$ cat src/rtl/uart_pkg.sv
// Shared types and helpers for the 8N1 UART (uart_top / uart_rx_core).
package uart_pkg;

  localparam int DATA_BITS = 8;

  typedef enum logic [1:0] {
    TX_IDLE  = 2'd0,
    TX_START = 2'd1,
    TX_DATA  = 2'd2,
    TX_STOP  = 2'd3
  } tx_state_t;

  typedef enum logic [1:0] {
    RX_IDLE  = 2'd0,
    RX_START = 2'd1,
    RX_DATA  = 2'd2,
    RX_STOP  = 2'd3
  } rx_state_t;

  function automatic int clks_per_bit(input int freq, input int baud);
    return freq / baud;
  endfunction

endpackage

$ cat src/rtl/uart_rx_core.sv
// UART receive path: 2-FF input synchroniser, start/data/stop FSM and shift register.
// Emits a one-cycle done pulse with the assembled byte and the sampled stop-bit level.
module uart_rx_core
  import uart_pkg::*;
#(
  parameter int CLKS_PER_BIT = 104
) (
  input  logic                 clk,
  input  logic                 rst_n,
  input  logic                 rx_i,
  output logic                 done_o,
  output logic                 stop_ok_o,
  output logic [DATA_BITS-1:0] byte_o
);

  localparam int CW = $clog2(CLKS_PER_BIT) + 1;
  localparam int BW = $clog2(DATA_BITS);
  localparam logic [CW-1:0] BIT_LAST  = CW'(CLKS_PER_BIT - 1);
  localparam logic [CW-1:0] HALF_LAST = CW'(CLKS_PER_BIT / 2 - 1);
  localparam logic [BW-1:0] IDX_LAST  = BW'(DATA_BITS - 1);

  logic                 sync1_q, sync2_q, prev_q;
  rx_state_t            state_q, state_d;
  logic [CW-1:0]        cnt_q, cnt_d;
  logic [BW-1:0]        idx_q, idx_d;
  logic [DATA_BITS-1:0] shreg_q, shreg_d;
  logic                 done_q, done_d;
  logic                 ok_q, ok_d;

  always_comb begin
    state_d = state_q;
    cnt_d   = cnt_q;
    idx_d   = idx_q;
    shreg_d = shreg_q;
    done_d  = 1'b0;
    ok_d    = ok_q;
    case (state_q)
      RX_IDLE: begin
        cnt_d = '0;
        if (prev_q && !sync2_q) state_d = RX_START;
      end
      RX_START: begin
        // Half-bit check rejects glitches shorter than half a bit period.
        if (cnt_q == HALF_LAST) begin
          cnt_d   = '0;
          idx_d   = '0;
          state_d = sync2_q ? RX_IDLE : RX_DATA;
        end else begin
          cnt_d = cnt_q + 1'b1;
        end
      end
      RX_DATA: begin
        if (cnt_q == BIT_LAST) begin
          cnt_d   = '0;
          shreg_d = {sync2_q, shreg_q[DATA_BITS-1:1]};
          if (idx_q == IDX_LAST) state_d = RX_STOP;
          else idx_d = idx_q + 1'b1;
        end else begin
          cnt_d = cnt_q + 1'b1;
        end
      end
      RX_STOP: begin
        if (cnt_q == BIT_LAST) begin
          cnt_d   = '0;
          done_d  = 1'b1;
          ok_d    = sync2_q;
          state_d = RX_IDLE;
        end else begin
          cnt_d = cnt_q + 1'b1;
        end
      end
      default: state_d = RX_IDLE;
    endcase
  end

  always_ff @(posedge clk or negedge rst_n) begin
    if (!rst_n) begin
      sync1_q <= 1'b1;
      sync2_q <= 1'b1;
      prev_q  <= 1'b1;
      state_q <= RX_IDLE;
      cnt_q   <= '0;
      idx_q   <= '0;
      shreg_q <= '0;
      done_q  <= 1'b0;
      ok_q    <= 1'b0;
    end else begin
      sync1_q <= rx_i;
      sync2_q <= sync1_q;
      prev_q  <= sync2_q;
      state_q <= state_d;
      cnt_q   <= cnt_d;
      idx_q   <= idx_d;
      shreg_q <= shreg_d;
      done_q  <= done_d;
      ok_q    <= ok_d;
    end
  end

  assign done_o    = done_q;
  assign stop_ok_o = ok_q;
  assign byte_o    = shreg_q;

endmodule

$ cat src/rtl/uart_top.sv
// Full-duplex 8N1 UART: TX FSM with busy handshake, RX holding register with RXNE/overrun flags.
// Define UART_RX_FE_EN to add the out_Rx_FE framing-error flag output.
module uart_top
  import uart_pkg::*;
#(
  parameter int CLK_FREQ_HZ = 12_000_000,
  parameter int BAUD_RATE   = 115_200
) (
  input  logic       clk,
  input  logic       i_reset_n,
  input  logic [7:0] in_w_data,
  input  logic       in_valid,
  output logic       out_BUSY,
  output logic       out_signal,
  input  logic       in_signal,
  input  logic       in_RXNE_clear,
  output logic [7:0] out_word,
  output logic       out_RXNE,
  output logic       out_Rx_ORE
`ifdef UART_RX_FE_EN
  ,
  output logic       out_Rx_FE
`endif
);

  localparam int CPB = clks_per_bit(CLK_FREQ_HZ, BAUD_RATE);
  localparam int CW  = $clog2(CPB) + 1;
  localparam int BW  = $clog2(DATA_BITS);
  localparam logic [CW-1:0] BIT_LAST = CW'(CPB - 1);
  localparam logic [BW-1:0] IDX_LAST = BW'(DATA_BITS - 1);

  tx_state_t            tx_state_q, tx_state_d;
  logic [CW-1:0]        tx_cnt_q, tx_cnt_d;
  logic [BW-1:0]        tx_idx_q, tx_idx_d;
  logic [DATA_BITS-1:0] tx_shreg_q, tx_shreg_d;
  logic                 tx_line_q, tx_line_d;
  logic                 tx_busy_q, tx_busy_d;

  always_comb begin
    tx_state_d = tx_state_q;
    tx_cnt_d   = tx_cnt_q;
    tx_idx_d   = tx_idx_q;
    tx_shreg_d = tx_shreg_q;
    tx_line_d  = tx_line_q;
    tx_busy_d  = tx_busy_q;
    case (tx_state_q)
      TX_IDLE: begin
        if (in_valid) begin
          tx_shreg_d = in_w_data;
          tx_cnt_d   = '0;
          tx_line_d  = 1'b0;
          tx_busy_d  = 1'b1;
          tx_state_d = TX_START;
        end
      end
      TX_START: begin
        if (tx_cnt_q == BIT_LAST) begin
          tx_cnt_d   = '0;
          tx_idx_d   = '0;
          tx_line_d  = tx_shreg_q[0];
          tx_state_d = TX_DATA;
        end else begin
          tx_cnt_d = tx_cnt_q + 1'b1;
        end
      end
      TX_DATA: begin
        if (tx_cnt_q == BIT_LAST) begin
          tx_cnt_d = '0;
          if (tx_idx_q == IDX_LAST) begin
            tx_line_d  = 1'b1;
            tx_state_d = TX_STOP;
          end else begin
            tx_idx_d   = tx_idx_q + 1'b1;
            tx_line_d  = tx_shreg_q[1];
            tx_shreg_d = tx_shreg_q >> 1;
          end
        end else begin
          tx_cnt_d = tx_cnt_q + 1'b1;
        end
      end
      TX_STOP: begin
        // Dropping busy here lets a waiting request start the next frame one cycle later.
        if (tx_cnt_q == BIT_LAST) begin
          tx_cnt_d   = '0;
          tx_busy_d  = 1'b0;
          tx_state_d = TX_IDLE;
        end else begin
          tx_cnt_d = tx_cnt_q + 1'b1;
        end
      end
      default: tx_state_d = TX_IDLE;
    endcase
  end

  always_ff @(posedge clk or negedge i_reset_n) begin
    if (!i_reset_n) begin
      tx_state_q <= TX_IDLE;
      tx_cnt_q   <= '0;
      tx_idx_q   <= '0;
      tx_shreg_q <= '0;
      tx_line_q  <= 1'b1;
      tx_busy_q  <= 1'b0;
    end else begin
      tx_state_q <= tx_state_d;
      tx_cnt_q   <= tx_cnt_d;
      tx_idx_q   <= tx_idx_d;
      tx_shreg_q <= tx_shreg_d;
      tx_line_q  <= tx_line_d;
      tx_busy_q  <= tx_busy_d;
    end
  end

  assign out_signal = tx_line_q;
  assign out_BUSY   = tx_busy_q;

  logic                 rx_done;
  logic                 rx_stop_ok;
  logic [DATA_BITS-1:0] rx_byte;

  uart_rx_core #(
    .CLKS_PER_BIT(CPB)
  ) u_rx (
    .clk      (clk),
    .rst_n    (i_reset_n),
    .rx_i     (in_signal),
    .done_o   (rx_done),
    .stop_ok_o(rx_stop_ok),
    .byte_o   (rx_byte)
  );

  logic [7:0] word_q, word_d;
  logic       rxne_q, rxne_d;
  logic       ore_q, ore_d;
`ifdef UART_RX_FE_EN
  logic       fe_q, fe_d;
`endif

  // Clear is applied first so a byte completing in the same cycle overrides it.
  always_comb begin
    word_d = word_q;
    rxne_d = rxne_q;
    ore_d  = ore_q;
`ifdef UART_RX_FE_EN
    fe_d   = fe_q;
`endif
    if (in_RXNE_clear) begin
      rxne_d = 1'b0;
      ore_d  = 1'b0;
`ifdef UART_RX_FE_EN
      fe_d   = 1'b0;
`endif
    end
    if (rx_done) begin
      if (rx_stop_ok) begin
        if (!rxne_q || in_RXNE_clear) begin
          word_d = rx_byte;
          rxne_d = 1'b1;
        end else begin
          ore_d = 1'b1;
        end
      end else begin
`ifdef UART_RX_FE_EN
        fe_d = 1'b1;
`endif
      end
    end
  end

  always_ff @(posedge clk or negedge i_reset_n) begin
    if (!i_reset_n) begin
      word_q <= '0;
      rxne_q <= 1'b0;
      ore_q  <= 1'b0;
`ifdef UART_RX_FE_EN
      fe_q   <= 1'b0;
`endif
    end else begin
      word_q <= word_d;
      rxne_q <= rxne_d;
      ore_q  <= ore_d;
`ifdef UART_RX_FE_EN
      fe_q   <= fe_d;
`endif
    end
  end

  assign out_word   = word_q;
  assign out_RXNE   = rxne_q;
  assign out_Rx_ORE = ore_q;
`ifdef UART_RX_FE_EN
  assign out_Rx_FE  = fe_q;
`endif

endmodule

$ cat config.mk
export PLATFORM = sky130hd
export DESIGN_NAME = uart_top
export DESIGN_NICKNAME = d
export VERILOG_FILES = /design/src/rtl/uart_pkg.sv /design/src/rtl/uart_rx_core.sv /design/src/rtl/uart_top.sv
export SDC_FILE = /design/constraint.sdc
export NUM_CORES = 1
export LEC_CHECK = 0
export ABC_CLOCK_PERIOD_IN_PS = 2100
export BUFFER_PORTS_ARGS = -buffer_cell sky130_fd_sc_hd__buf_2
export CAP_MARGIN = 20
export CORE_ASPECT_RATIO = 0.5
export CORE_MARGIN = 2
export CORE_UTILIZATION = 32
export CTS_CLUSTER_SIZE = 24
export DETAILED_ROUTE_END_ITERATION = 12
export GPL_TIMING_DRIVEN = 1
export SYNTH_ARGS = -nofsm -noshare
export SYNTH_HDL_FRONTEND = slang
export SYNTH_SLANG_ARGS = --single-unit
$ cat constraint.sdc
create_clock -name clk -period 2.1 [get_ports clk]
set_clock_uncertainty 0.05 [all_clocks]
set_input_delay 0.42 -clock clk [delete_from_list [all_inputs] [get_ports clk]]
set_output_delay 0.42 -clock clk [all_outputs]
set_load 0.01 [all_outputs]
==> report_table.html <==
<table>
<tr><th>Metric</th><th>Value</th></tr>
<tr><th colspan="2">Global routing</th></tr>
<tr><td>GR met3 Demand/Resource</td><td>4.720%</td></tr>
<tr><td>Global-route track usage on met1</td><td>between 15 and 20%</td></tr>
<tr><td>Vias in the first global route</td><td>~1,900</td></tr>
<tr><td>Global-route wire length before repair</td><td>8976 um</td></tr>
<tr><td>Number of antenna violations at the first check in global routing</td><td>0</td></tr>
<tr><td>Overall overflow remaining after global route</td><td>0</td></tr>
<tr><td>Global routing usage summed across all routing layers</td><td>12.00%</td></tr>
<tr><td>Met2 usage in global routing</td><td>a little under a fifth</td></tr>
<tr><td>Pin count of the biggest net entering global routing</td><td>60</td></tr>
<tr><td>Routing layer with the top usage in global route</td><td>met2</td></tr>
<tr><th colspan="2">Finish</th></tr>
<tr><td>Final cell count without fillers</td><td>390</td></tr>
<tr><td>Finished layout cell area</td><td>~0.0034 mm2</td></tr>
<tr><td>Total Nets Final</td><td>a little under 300</td></tr>
<tr><td>Util after Layout</td><td>39.31%</td></tr>
<tr><td>Proportion of layout cells with a drive suffix above 1</td><td>about a third</td></tr>
<tr><td>Layout-stage area growth over the synthesis result</td><td>20.43%</td></tr>
<tr><td>Antenna diode count</td><td>0</td></tr>
<tr><th colspan="2">Placement</th></tr>
<tr><td>HPWL after detailed placement</td><td>3540 um</td></tr>
<tr><td>DP Area</td><td>approximately 0.0031 mm2</td></tr>
<tr><td>Placed Cells incl. Taps</td><td>374</td></tr>
<tr><td>GPL Wtd Cong</td><td>approximately 0.8</td></tr>
<tr><td># port buffers</td><td>24</td></tr>
<tr><td>Worst setup slack before clock tree synthesis</td><td>between 0.03 and 0.04 ns</td></tr>
<tr><th colspan="2">STA</th></tr>
<tr><td>Slew Viols, Final</td><td>0</td></tr>
<tr><td>RSZ-0062 raised after global routing</td><td>false</td></tr>
<tr><td>Setup slack after layout</td><td>between 0.1 and 0.15 ns</td></tr>
<tr><td>Min cycle time layout</td><td>roughly 2.0 ns</td></tr>
<tr><td>Number of endpoints failing setup at the final stage</td><td>0</td></tr>
<tr><td>Worst hold slack</td><td>0.04998 ns</td></tr>
<tr><td>Total negative slack</td><td>0 ns</td></tr>
<tr><td>Timing-limited maximum frequency</td><td>approximately 510 MHz</td></tr>
<tr><td>Final period util</td><td>93.76%</td></tr>
<tr><td>Worst relative slew slack</td><td>63.93%</td></tr>
<tr><td>Final-report hold violation count</td><td>0</td></tr>
<tr><td>Actual transition at the worst max-transition pin</td><td>0.5374 ns</td></tr>
<tr><th colspan="2">Critical path</th></tr>
<tr><td>Chain of cells forming the critical path</td><td>ha_1 -&gt; and4b_4 -&gt; and2_4 -&gt; a31o_2 -&gt; mux2_4</td></tr>
<tr><td>Buffering stage count on the worst path with inverters included</td><td>0</td></tr>
<tr><td>Required time of the critical path</td><td>~2.3 ns</td></tr>
<tr><td>Maximum fanout along the worst path</td><td>8</td></tr>
<tr><td>Critical path's largest stage delay</td><td>roughly 0.42 ns</td></tr>
<tr><td>Setup Crit Path Kind</td><td>flop to flop</td></tr>
<tr><td>CP Launch Type</td><td>flop</td></tr>
<tr><td>Dominant delay contributor by cell family on the critical path</td><td>simple AND/OR/NAND/NOR gates</td></tr>
<tr><td>Slowest cell on the critical path</td><td>sky130_fd_sc_hd__dfrtp_1</td></tr>
<tr><td>Arrival time at the worst endpoint</td><td>2.12 ns</td></tr>
<tr><td>Endpoint type of the worst setup path</td><td>flop</td></tr>
<tr><th colspan="2">Routing</th></tr>
<tr><td>Routed length per placed instance</td><td>13.32 um</td></tr>
<tr><td>Number of nets with antenna violations after detailed routing</td><td>0</td></tr>
<tr><td>Detail-routed via count per cell</td><td>4.769</td></tr>
<tr><td>Post-route DRC violation count</td><td>0</td></tr>
<tr><td>Via count</td><td>between 1,500 and 2,000</td></tr>
<tr><td>Wire length reported by the detailed router</td><td>5193 um</td></tr>
<tr><td>Drt first pass iters</td><td>4</td></tr>
<tr><td>DRT iter0 DRCs</td><td>140</td></tr>
<tr><th colspan="2">Synth</th></tr>
<tr><td>Most common flop cell mapped by yosys</td><td>sky130_fd_sc_hd__dfrtp_1</td></tr>
<tr><td>Number of different library cells in the post-synthesis netlist</td><td>45</td></tr>
<tr><td>Gate count of the mapped netlist</td><td>between 200 and 250</td></tr>
<tr><td>Yosys top cell by area</td><td>sky130_fd_sc_hd__dfrtp_1</td></tr>
<tr><td>Part of the Yosys area used for sequential elements</td><td>52.48%</td></tr>
<tr><td>Mapped Area</td><td>0.002823 mm2</td></tr>
<tr><td>Post-synthesis register bit count</td><td>59</td></tr>
<tr><td>Ys Warns</td><td>0</td></tr>
<tr><td>Synth cell count leaders</td><td>sky130_fd_sc_hd__dfrtp_1, sky130_fd_sc_hd__mux2_2, sky130_fd_sc_hd__nor2_1</td></tr>
<tr><td>Cell with the most instances after synthesis</td><td>sky130_fd_sc_hd__dfrtp_1</td></tr>
<tr><td>Area share of the largest cell type after synthesis</td><td>48.76%</td></tr>
<tr><td>Avg Synthesized Cell Area</td><td>12.06 um2</td></tr>
<tr><td>Top cells by area in the synthesized netlist</td><td>sky130_fd_sc_hd__dfrtp_1, sky130_fd_sc_hd__mux2_2, sky130_fd_sc_hd__ha_1</td></tr>
<tr><td>Post-Syn Nets</td><td>258</td></tr>
<tr><td>Number of flops mapped to enable cells by yosys</td><td>0</td></tr>
<tr><td>Async S/R FF share, synth</td><td>100.0%</td></tr>
<tr><th colspan="2">Floorplanning</th></tr>
<tr><td>Horiz. Die Dim</td><td>136.8 um</td></tr>
<tr><td>Die Y-Extent</td><td>70.41 um</td></tr>
<tr><td>Num ports</td><td>25</td></tr>
<tr><td>Placeable core area</td><td>0.008648 mm2</td></tr>
<tr><td>Number of rows in the core area</td><td>24</td></tr>
<tr><td>Overall die area</td><td>slightly below 0.01 mm2</td></tr>
<tr><td>Starting density of the core</td><td>32.64%</td></tr>
<tr><th colspan="2">Power</th></tr>
<tr><td>Static leakage</td><td>1.612 nW</td></tr>
<tr><td>IR Drop Worst-Case VDD</td><td>around 0.44 mV</td></tr>
<tr><td>Total Power Consumption</td><td>3.076 mW</td></tr>
<tr><td>Pwr/cell area</td><td>904.7 mW/mm2</td></tr>
<tr><th colspan="2">Clock tree</th></tr>
<tr><td>Clock tree buffer depth</td><td>2</td></tr>
<tr><td>CTS tree</td><td>yes</td></tr>
<tr><td>Register clock-pin slew on the reported worst setup and hold paths</td><td>around 0.05 ns</td></tr>
<tr><td># hold bufs at CTS</td><td>0</td></tr>
<tr><td>Clock latency reported for the late side of the worst-skew pair</td><td>0.32 ns</td></tr>
<tr><td>TritonCTS Buffers</td><td>9</td></tr>
<tr><td>Total number of clock tree sinks</td><td>59</td></tr>
<tr><td>Cell chosen for the clock root</td><td>sky130_fd_sc_hd__clkbuf_16</td></tr>
<tr><td>CTS H-Tree Depth</td><td>3</td></tr>
<tr><th colspan="2">Hold path</th></tr>
<tr><td>Min-Delay Path Class</td><td>input pin to async pin</td></tr>
<tr><th colspan="2">Job</th></tr>
<tr><td>Maximum Capacitance Violations</td><td>0</td></tr>
<tr><th colspan="2">Run status</th></tr>
<tr><td>Run status</td><td>finished, final reports clean</td></tr>
</table>
==> routing by layer <==
metal / wire length (um) / vias up / part of all wire [%]
met4: 61 / 0 / 1.2
li1: - / 911 / -
met2: 2387 / 26 / 46
met5: 0 / - / 0
met1: 2531 / 915 / 49
met3: 212 / 8 / 4.1
==> flip-flops by register name (all words and copies together), names as in the netlist, 2 cells and up, named ones only <==
register     cells
tx_idx_q         3
tx_cnt_q         8
u_rx.idx_q       3
tx_shreg_q       8
u_rx.byte_o      8
tx_state_q       2
out_word         8
u_rx.cnt_q       8
==> worst reg2reg max path: cells and delay by family (launching register included) <==
family                     cells  cell delay, ns
and+or+nand+nor                2            0.46
muxes                          1            0.33
DFF                            1            0.42
adders and majority gates      1            0.26
AOI/OAI and AO/OA              1            0.33
==> cells by family (layout without fill, tap and decap cells) <==
logic type      Yosys count  count (layout)  share of synthesized area (%)
flops                    59              59                          52.48
mux                      35              35                          14.85
simple gates             71              71                          13.92
compound gates           34              34                          8.156
fa+ha+maj                11              11                          4.876
buf+inv                  13              52                          2.305
xor+xnor                 11              11                          3.413
==> repair_timing <==
action / in CTS / in global routing
resized for setup: 0 / 1
setup buffers: 0 / 0
setup endpoints to repair: 0 / 7
==> power breakdown <==
| group | total (mW) | leakage [nW] | switching (mW) | internal, mW |
|---|---|---|---|---|
| clock network | 1.45 | 0.147 | 0.471 | 0.981 |
| logic | 0.294 | 0.692 | 0.154 | 0.140 |
| registers | 1.33 | 0.773 | 0.103 | 1.23 |
| total | 3.08 | 1.61 | 0.728 | 2.35 |
==> path summary, 6_finish.rpt <==
| kind | to | from | depth (start not counted) | slack, ns |
|---|---|---|---|---|
| min in group clk | u_rx.sync1_q | in_signal | 1 | 0.15 |
| hold reg to reg | u_rx.sync2_q | u_rx.sync1_q | 0 | 0.31 |
| setup / recovery | tx_shreg_q[5] | tx_cnt_q[0] | 5 | 0.13 |
| max in group asynchronous | u_rx.prev_q | i_reset_n | 2 | 1.65 |
| hold / removal | tx_shreg_q[0] | i_reset_n | 2 | 0.05 |
| setup reg to reg | tx_shreg_q[5] | tx_cnt_q[0] | 5 | 0.13 |
==> placed cells by master, fill, tap and decap left out, drive strengths merged, types with 3 or more instances in the layout <==
cell type	n
ha	11
inv	7
xor2	9
nor2	23
dfrtp	55
and2	3
nor3b	3
nand3	10
mux2	34
a31oi	4
a22o	3
clkbuf	14
buf	29
nand4	3
and3	5
nor3	3
dfstp	4
o21ai	12
nand2	10
==> layout make-up <==
class                           instances  area [um2]
Multi-Input combinational cell        162        1276
Timing Repair Buffer                   29       170.2
Clock buffer                           14       264.0
Inverter                                7       26.28
Fill cell                             827        5249
Tap cell                              117       146.4
Sequential cell                        59        1481
Clock inverter                          2       35.03
No activity file was read; power rests on OpenSTA's default activity.
